**src/rtl/branch_redirect_ctl.sv**
```systemverilog
// Branch redirect controller: offers a branch target to fetch, flushes and squashes
// younger work, and arbitrates the shared register-file write port (link over ALU).
module branch_redirect_ctl #(
   parameter int unsigned SQUASH_CYCLES = 2
) (
   input  logic        clk,
   input  logic        rst_n,
   input  logic        br_do_jump,
   input  logic [63:0] br_jump_pc,
   input  logic        br_r63_update,
   input  logic [63:0] br_r63,
   input  logic        stall,
   output logic        fetch_redirect_valid,
   output logic [63:0] fetch_redirect_pc,
   input  logic        fetch_redirect_ack,
   output logic        flush,
   output logic        squash_active,
   output logic        dispatch_hold,
   input  logic        alu_wb_req,
   input  logic [5:0]  alu_wb_reg,
   input  logic [63:0] alu_wb_data,
   output logic        alu_wb_grant,
   output logic        rf_we,
   output logic [5:0]  rf_waddr,
   output logic [63:0] rf_wdata,
   output logic        err_overrun
);

   typedef enum logic [1:0] {
      IDLE     = 2'd0,
      REDIRECT = 2'd1,
      SQUASH   = 2'd2
   } state_t;

   localparam logic [3:0] COUNT_LOAD = 4'(SQUASH_CYCLES - 1);

   state_t      state;
   logic [3:0]  count;
   logic        link_pending;
   logic [63:0] link_data;
   logic        link_drain;
   logic        jump_overrun;
   logic        link_overrun;

   assign link_drain   = link_pending & ~stall;
   assign jump_overrun = br_do_jump & (state != IDLE);
   assign link_overrun = br_r63_update & link_pending & ~link_drain;

   // NOTE: sequential state uses non-blocking assignments so every register samples
   // pre-edge values; blocking here would make ordering between blocks matter.
   always_ff @(posedge clk or negedge rst_n) begin
      if (!rst_n) begin
         state             <= IDLE;
         count             <= '0;
         flush             <= 1'b0;
         fetch_redirect_pc <= '0;
      end else begin
         flush <= 1'b0;
         case (state)
            IDLE: begin
               if (br_do_jump) begin
                  fetch_redirect_pc <= br_jump_pc;
                  flush             <= 1'b1;
                  state             <= REDIRECT;
               end
            end
            REDIRECT: begin
               if (fetch_redirect_ack) begin
                  count <= COUNT_LOAD;
                  state <= SQUASH;
               end
            end
            SQUASH: begin
               if (!stall) begin
                  if (count == 4'd0) state <= IDLE;
                  else               count <= count - 4'd1;
               end
            end
            default: state <= IDLE;
         endcase
      end
   end

   // A write arriving in the same cycle the buffer drains is a reload, not an overrun.
   always_ff @(posedge clk or negedge rst_n) begin
      if (!rst_n) begin
         link_pending <= 1'b0;
         link_data    <= '0;
      end else if (br_r63_update) begin
         link_pending <= 1'b1;
         link_data    <= br_r63;
      end else if (link_drain) begin
         link_pending <= 1'b0;
      end
   end

   always_ff @(posedge clk or negedge rst_n) begin
      if (!rst_n) err_overrun <= 1'b0;
      else        err_overrun <= err_overrun | jump_overrun | link_overrun;
   end

   assign fetch_redirect_valid = (state == REDIRECT);
   assign squash_active        = (state != IDLE);
   assign dispatch_hold        = (state != IDLE);
   assign alu_wb_grant         = alu_wb_req & ~link_pending & ~stall;

   // NOTE: every always_comb output gets a default first so no path leaves it
   // unassigned, which would otherwise infer a latch.
   always_comb begin
      rf_we    = 1'b0;
      rf_waddr = '0;
      rf_wdata = '0;
      if (link_drain) begin
         rf_we    = 1'b1;
         rf_waddr = 6'd63;
         rf_wdata = link_data;
      end else if (alu_wb_grant) begin
         rf_we    = 1'b1;
         rf_waddr = alu_wb_reg;
         rf_wdata = alu_wb_data;
      end
   end

endmodule

```
**config.mk**
```make
export PLATFORM = sky130hd
export DESIGN_NAME = branch_redirect_ctl
export DESIGN_NICKNAME = d
export VERILOG_FILES = /design/src/rtl/branch_redirect_ctl.sv
export SDC_FILE = /design/constraint.sdc
export NUM_CORES = 1
export LEC_CHECK = 0
export BUFFER_PORTS_ARGS = -buffer_cell sky130_fd_sc_hd__buf_2
export CAP_MARGIN = 20
export CELL_PAD_IN_SITES_DETAIL_PLACEMENT = 1
export CELL_PAD_IN_SITES_GLOBAL_PLACEMENT = 1
export CORE_MARGIN = 2
export CORE_UTILIZATION = 33
export DETAILED_ROUTE_END_ITERATION = 8
export PLACE_DENSITY_LB_ADDON = 0.12
export SYNTH_ARGS = -nofsm -noshare
export SYNTH_HDL_FRONTEND = slang
export SYNTH_SLANG_ARGS = --single-unit
```
**constraint.sdc**
```tcl
create_clock -name clk -period 1.9 [get_ports clk]
set_input_delay 0.095 -clock clk [delete_from_list [all_inputs] [get_ports clk]]
set_output_delay 0.095 -clock clk [all_outputs]
set_load 0.1 [all_outputs]
```
### After elaboration in Yosys (flattened, before gate mapping)

Index checks and enable logic that the tools add are counted.

* register bits after elaboration: 137
* output and inout port bits: 141
* word-level logic and storage cells: 53

* bitwise gates (word level): 11
* multiplexer cells: 19
* eq/ne operators: 7
* $add $sub $neg: 1
* reduce and logical (&&, ||, !) cells: 8

Operators with widths (count)
* $mux W64: 2
* $mux W4: 3
* $mux W6: 2
* $mux W2: 4
* $ne A2 B2 Y1 const B: 4
* $pmux W4 S2: 1
* $reduce_and A4 Y1: 2
* $and A1 B1 Y1: 6
* $mux W1: 6
* $pmux W2 S3: 1
* $reduce_bool A2 Y1: 3
* $logic_not A4 Y1: 1
* $sub A4 B1 Y4 const B: 1
* $not A1 Y1: 3
* $eq A2 B1 Y1 const B: 1
* $eq A2 B2 Y1 const B: 1
* $logic_not A2 Y1: 1
* $ne A2 B1 Y1 const B: 1
* $or A1 B1 Y1: 2
* $reduce_and A2 Y1: 1

### Depth between registers and ports, before layout

Gate-level depths: netlist of run 1.

* word-level depth: 5
* depth in mapped cells: 5
* depth with buffers taken out: 5

### Worst setup path after synthesis of run 1

OpenSTA, ideal clock, no wires.

* path type: reg2out
* from: register link_pending
* to: output port rf_wdata[54]
* path slack: -0.875 ns
* data arrival time: 2.680 ns
* data required time: 1.805 ns
* cell stages (with the launch flop): 5
* buffers on the path: 2
* path through: dfrtp_1 > buf_2 > nor3b_1 > clkbuf_1 > a22o_1

* word-level cells in the longest chain between the ends: 5

RTL lines
* from (decl): line 39 `logic link_pending;`
* from (signal assigned): line 87 `link_pending <= 1'b0;`
* from (signal assigned): line 90 `link_pending <= 1'b1;`
* from (signal assigned): line 93 `link_pending <= 1'b0;`
* $not A1 Y1: line 105 `assign alu_wb_grant = alu_wb_req & ~link_pending & ~stall;`
* $and A1 B1 Y1 (2 in series): line 105
* via alu_wb_grant: line 22 `output logic alu_wb_grant,`
* $mux W64: line 117 `end else if (alu_wb_grant) begin`
* $mux W64: line 113 `if (link_drain) begin`
* to (decl): line 25 `output logic [63:0] rf_wdata,`

The timed path passes the listed nets, and every way through them passes these cells.

### Final worst setup path of run 1

* from: register link_pending
* to: output port rf_wdata[48]

* word-level cells in the longest chain between the ends: 5

RTL lines (line)
* $not A1 Y1: 105
* $and A1 B1 Y1 (2 in series): 105
* $mux W64: 117
* $mux W64 (*): 113

Every way passes the cells marked *; elsewhere a longest branch is shown, timed or not.

==> results of run 1 <==
-- timing repair --
item	4_1_cts	5_1_grt
hold endpoints to repair	185	0
gates cloned	2	1
buffers inserted	2	1
pin swaps	1	2
hold buffers	131	0
endpoints found under the setup margin	64	62
gates resized for setup	9	4
-- layout make-up --
type	instances	area [um^2]
diodes	3	7.51
clock buffers	21	460
clock inverters	8	98.8
fillers	1741	6380
inverters	4	15.0
multi-input cells	235	2430
flip-flops and latches	137	3430
well taps	225	282
repair buffers	495	4310
-- stage by stage --
step | setup TNS [ns] | cells | util, % | area, um^2
floorplan | 0 | 408 | - | 6010
global placement | 0 | 959 | 51.6 | 8990
detailed placement | 0 | 959 | 51.6 | 8990
CTS | -0.647 | 1123 | 63.0 | 11000
global route | -1.33 | 1127 | 63.3 | 11000
finish | 0 | 1128 | 63.3 | 11000
-- flip-flops by register name, indices dropped and copies added (netlist names) --
name and cells:
fetch_redirect_pc 64, link_data 64, count 4, state 2, err_overrun 1, flush 1
link_pending 1
-- critical path: stages (launching register included) --
cell,delay [ns]
dfrtp_1,0.40
buf_4,0.15
nor2b_4,0.13
buf_12,0.19
a22o_2,0.31
buf_12,0.17
-- placed cells by master (no fill, tap or decap), drive strengths merged, types with 2 or more instances in the layout --
master	instances
a21oi	7
clkinvlp	2
inv	4
nor2b	2
nor2	10
mux2	129
dfrtp	137
nand2	2
nor3b	3
clkbuf	22
a21o	2
bufinv	2
a22o	64
diode	3
buf	363
dlygate4sd3	131
clkinv	4
-- worst paths after layout --
kind,startpoint,to,slack (ns)
max in group asynchronous,rst_n,link_data[11],0.89
hold reg to reg,err_overrun,err_overrun,0.49
setup / recovery,link_pending,rf_wdata[48],0.03
setup reg to reg,state[0],fetch_redirect_pc[52],0.16
hold / removal,stall,link_pending,0.13
min in group asynchronous,rst_n,fetch_redirect_pc[0],0.23
-- report_power, final --
part | switching [mW] | internal [mW]
Sequential | 0.590 | 3.83
Combinational | 7.94 | 2.41
Clock | 1.21 | 1.97
Total | 9.74 | 8.21
-- metal layers --
metal | vias up | track usage (%) | wire, um
met3 | 36 | 6.62 | 1800
met4 | 2 | 9.92 | 549
met5 | - | 0 | 12
met1 | 2780 | 28.2 | 8910
met2 | 271 | 46.6 | 13000
li1 | 2477 | - | -
-- cell families after synthesis --
| logic type | synth area share [%] |
|---|---|
| compound gates | 11.3 |
| fa+ha+maj | 0.211 |
| buf+inv | 3.32 |
| flops | 57.9 |
| mux | 24.6 |
| simple gates | 2.64 |
==> metrics.md, run 1 <==
| Metric | Value |
|---|---|
| Sink Count | `137` |
| Required @ worst endpoint | `1.80 ns` |
| Syn-to-layout area delta | `86.3%` |
| Layout cells sized above 1 | `65.6%` |
| Place WS | `0.190 ns` |
| Pwr Total | `18.0 mW` |
| Die Area | `between 0.015 and 0.02 mm^2` |
| Tmin final | `1.87 ns` |
| Mapped cell area | `between 0.005 and 0.006 mm^2` |
| Crit. End Element | `output pin` |
| LEAKAGE | `5.15 nW` |
| Clk pin slew, worst setup/hold paths | `0.06 ns` |
| H-tree Lvls | `4` |
| Top-count cell post-synth | `dfrtp_1` |
| Clk_lat worst skew | `0.41 ns` |
| Post-synth ARST share | `100%` |
| IO Port Bufs | `345` |
| Post-synth top area share | `57.9%` |
| Relative slew margins | `62.3%` |
| WHS Path Cells | `2` |
| Initial Util | `34.0%` |
| Synth cell count leaders | `137 x dfrtp_1, 128 x mux2_2, 64 x a22o_1` |
| CTS Buf Count | `17` |
| PwrDens | `approximately 1600 mW/mm^2` |
| FF+latch count, synth | `137` |
| Final worst slack | `~0.033 ns` |
| Final Hold Vio Count | `0` |
| Layout Skew | `0.0111 ns` |
| Drt wl/cell | `21.5 um` |
| Final wirelength | `roughly 24000 um` |
| Initial DRC count | `189` |
| Routed vias | `5566` |
| Hold Path Class | `input pin to register` |
| Rows | `48` |
| Maximum vdd drop | `2160 uV` |
| TritonRoute pass-1 iters | `4` |
| Final Slew Violations | `0` |
| Avg Cell Area, Syn | `14.5 um^2` |
| Setup-failing EPs final | `0` |
| Area of the core | `0.0174 mm^2` |
| Longest Clk Path Bufs | `2` |
| Ys Warns | `0` |
| Overflow after GRT | `0` |
| Hpwl dp | `15500 um` |
| Syn Inst Count | `around 410` |
| Ports | `346` |
| Net Count, Synth | `around 610` |
| CTS tree | `done` |
| CP Launch Type | `register` |
| Reg2reg path depth | `4` |
| Post-DRT Antenna Nets | `0` |
| Layout net count | `1096` |
| Ys flop type | `dfrtp_1` |
| Largest cells by area after synthesis | `dfrtp_1 58%, mux2_2 24%, a22o_1 9.5%, buf_2 1.3%, buf_6 0.95%` |
| Critical path class | `register to output pin` |
| Pin count of the biggest net entering global routing | `66` |
| Biggest area consumer among synthesized cells | `dfrtp_1` |
| Initial antenna violation count | `3` |
| Crit Path Max Fanout | `39` |
| Vias in the first global route | `6424` |
| GP Congestion | `0.806` |
| Fmax | `0.536 GHz` |
| Crit share post-route | `approximately 98%` |
| RSZ-0062 raised after global routing | `true` |
| Die W | `138 um` |
| Seq/Total Area, Yosys | `57.9%` |
| Post-synth cell types | `34` |
| Die height | `138 um` |
| Post-synth EDFFs | `0` |
| Max-Cap Viols | `0` |
| Worst-margin pin slew | `about 0.57 ns` |
| Via-per-instance ratio | `just under 5` |
| CP Data Arrival Time | `~1.8 ns` |
| # DRC | `0` |
| Hold Slack | `0.129 ns` |
| Tot GR Track Use | `25.5%` |
| First-pass GRT wire length | `36400 um` |
| Root Driver | `clkbuf_16` |
| Status | `complete, no violations` |
Note: power is estimated with default switching activity, not from simulation.
==> inputs of run 2 (changes only) <==
--- a/config.mk
+++ b/config.mk
@@ -9,7 +9,6 @@
 export CAP_MARGIN = 20
 export CELL_PAD_IN_SITES_DETAIL_PLACEMENT = 1
 export CELL_PAD_IN_SITES_GLOBAL_PLACEMENT = 1
-export CORE_MARGIN = 2
 export CORE_UTILIZATION = 33
 export DETAILED_ROUTE_END_ITERATION = 8
 export PLACE_DENSITY_LB_ADDON = 0.12
==> run 2 against run 1 <==
The run now ends with negative setup slack left. Clock power rose by 3%. Worst setup slack got worse by 0.051 ns. Sequential share of layout area fell by 1.2 points. Critical endpoint is now rf_wdata[61].
==> metrics.md, run 2 (synthesis gave the netlist of run 1 again) <==
| Metric | Value |
|---|---|
| Required @ worst endpoint | `1.80 ns` |
| Pin count of the biggest net entering global routing | `54` |
| Slowest stage delay, CP | `0.44 ns` |
| Hold Slack | `between 0.1 and 0.15 ns` |
| Layout Skew | `approximately 0.007 ns` |
| CTS Buf Count | `17` |
| Crit share post-route | `101%` |
| TritonRoute pass-1 iters | `4` |
| Place WS | `0.196 ns` |
| Post-DRT Antenna Nets | `0` |
| Crit Path Max Fanout | `7` |
| RSZ-0062 raised after global routing | `true` |
| Setup TNS | `-0.186 ns` |
| GP Congestion | `0.792` |
| CP cell instances | `nor3b_4, buf_6, clkbuf_16, a22o_4, buf_12` |
| Hpwl dp | `between 10000 and 15000 um` |
| Tmin final | `around 1.9 ns` |
| Vias in the first global route | `6421` |
| Final wirelength | `26100 um` |
| H-tree Lvls | `4` |
| Crit. End Element | `output pin` |
| Area of the multi-input gates | `between 0.002 and 0.003 mm^2` |
| Commonest non-fill, non-tap cell in the layout | `buf_2` |
| Final Slew Violations | `0` |
| IO Port Bufs | `345` |
| Tot GR Track Use | `26.8%` |
| Routed vias | `5693` |
| LEAKAGE | `5.41 nW` |
| Max-Cap Viols | `0` |
| Maximum vdd drop | `2220 uV` |
| Relative slew margins | `65.4%` |
| Reg area | `0.00343 mm^2` |
| Area of the core | `0.0174 mm^2` |
| Root Driver | `clkbuf_16` |
| # DRC | `0` |
| Fmax | `0.521 GHz` |
| Clk_lat worst skew | `0.42 ns` |
| Final Hold Vio Count | `0` |
| Worst path slowest cell | `dfrtp_2` |
| CP Data Arrival Time | `1.82 ns` |
| Die W | `roughly 140 um` |
| Via-per-instance ratio | `~5` |
| Die Area | `0.0185 mm^2` |
| Worst path bufs/invs | `3` |
| Failing checks | `negative setup slack` |
| Status | `finished with violations` |
| Overflow after GRT | `0` |
| Initial Util | `34.0%` |
| Fill count | `approximately 1.7k` |
| Layout net count | `1106` |
| Drt wl/cell | `between 20 and 25 um` |
| Rows | `48` |
| Worst-margin pin slew | `0.519 ns` |
| Clk pin slew, worst setup/hold paths | `0.06 ns` |
| First-pass GRT wire length | `36600 um` |
| CTS tree | `done` |
| PwrDens | `1600 mW/mm^2` |
| Longest Clk Path Bufs | `2` |
| CP Launch Type | `register` |
| Initial DRC count | `130` |
| Hold Path Class | `input pin to register` |
| Initial antenna violation count | `4` |
| Most frequent cells in the layout | `279 x buf_2, 136 x dfrtp_1, 131 x dlygate4sd3_1` |
| Layout cells sized above 1 | `66.4%` |
| Cell family with most CP delay | `buffers and inverters` |
| Final worst slack | `-0.0181 ns` |
| Syn-to-layout area delta | `93.8%` |
| Critical path class | `register to output pin` |
| Setup-failing EPs final | `29` |
| Ports | `346` |
| Die height | `136 um` |
| Largest regs | `fetch_redirect_pc (64), link_data (64), count (4)` |
| Sink Count | `~140` |
## run 2: per-layer routing
layer	global-route usage (%)	part of all wire, %	up-vias
met5	0	0.050	-
met3	7.61	6.6	54
li1	-	-	2516
met1	28.9	37	2860
met4	12.2	3.2	2
met2	48.4	54	261
## run 2: through the flow
stage                     total power, mW  cell area [um^2]  utilization [%]  instances
after floorplan                      12.3              6010                -        408
after global placement               14.3              9070             52.1        965
after detailed placement             14.5              9070             52.1        965
after CTS                            18.0             11000             63.4       1133
after global routing                 18.8             11500             65.9       1139
final                                18.3             11500             65.9       1140
## run 2: power by group
group	internal [mW]	switching, mW
sequential	3.83	0.625
clock	1.96	1.32
combinational	2.56	8.01
## run 2: final timing paths
check / cells past startpoint / slack [ns] / start / endpoint
min: 2 / 0.12 / stall / link_pending
min in group asynchronous: 2 / 0.21 / rst_n / fetch_redirect_pc[17]
max reg2reg: 4 / 0.19 / state[0] / fetch_redirect_pc[62]
max in group asynchronous: 3 / 1.06 / rst_n / link_data[13]
max: 5 / -0.02 / link_pending / rf_wdata[61]
min reg2reg: 2 / 0.48 / err_overrun / err_overrun
## run 2: area by class of cell
class                      instances  area share [%]
timing repair buffer             505            38.7
sequential                       137            29.9
multi-input combinational        235            23.7
clock buffer                      20            3.89
tap                              225            2.45
clock inverter                    11            1.08
inverter                           4           0.131
antenna                            3          0.0654
## run 2: worst register-to-register path: cells and delay by family (launching register included)
family,cells,cell delay (ns)
flip-flops,1,0.42
buffers and inverters,1,0.23
AND/OR/NAND/NOR,2,0.57
multiplexers,1,0.38
## run 2: repair_timing
| item | CTS | global route |
|---|---|---|
| buffers inserted | 4 | 0 |
| pin swaps | 1 | 3 |
| setup endpoints to repair | 65 | 63 |
| resized for setup | 5 | 44 |
| endpoints found under the hold margin | 179 | 0 |
| hold buffers | 131 | 0 |
| cloned | 2 | 4 |
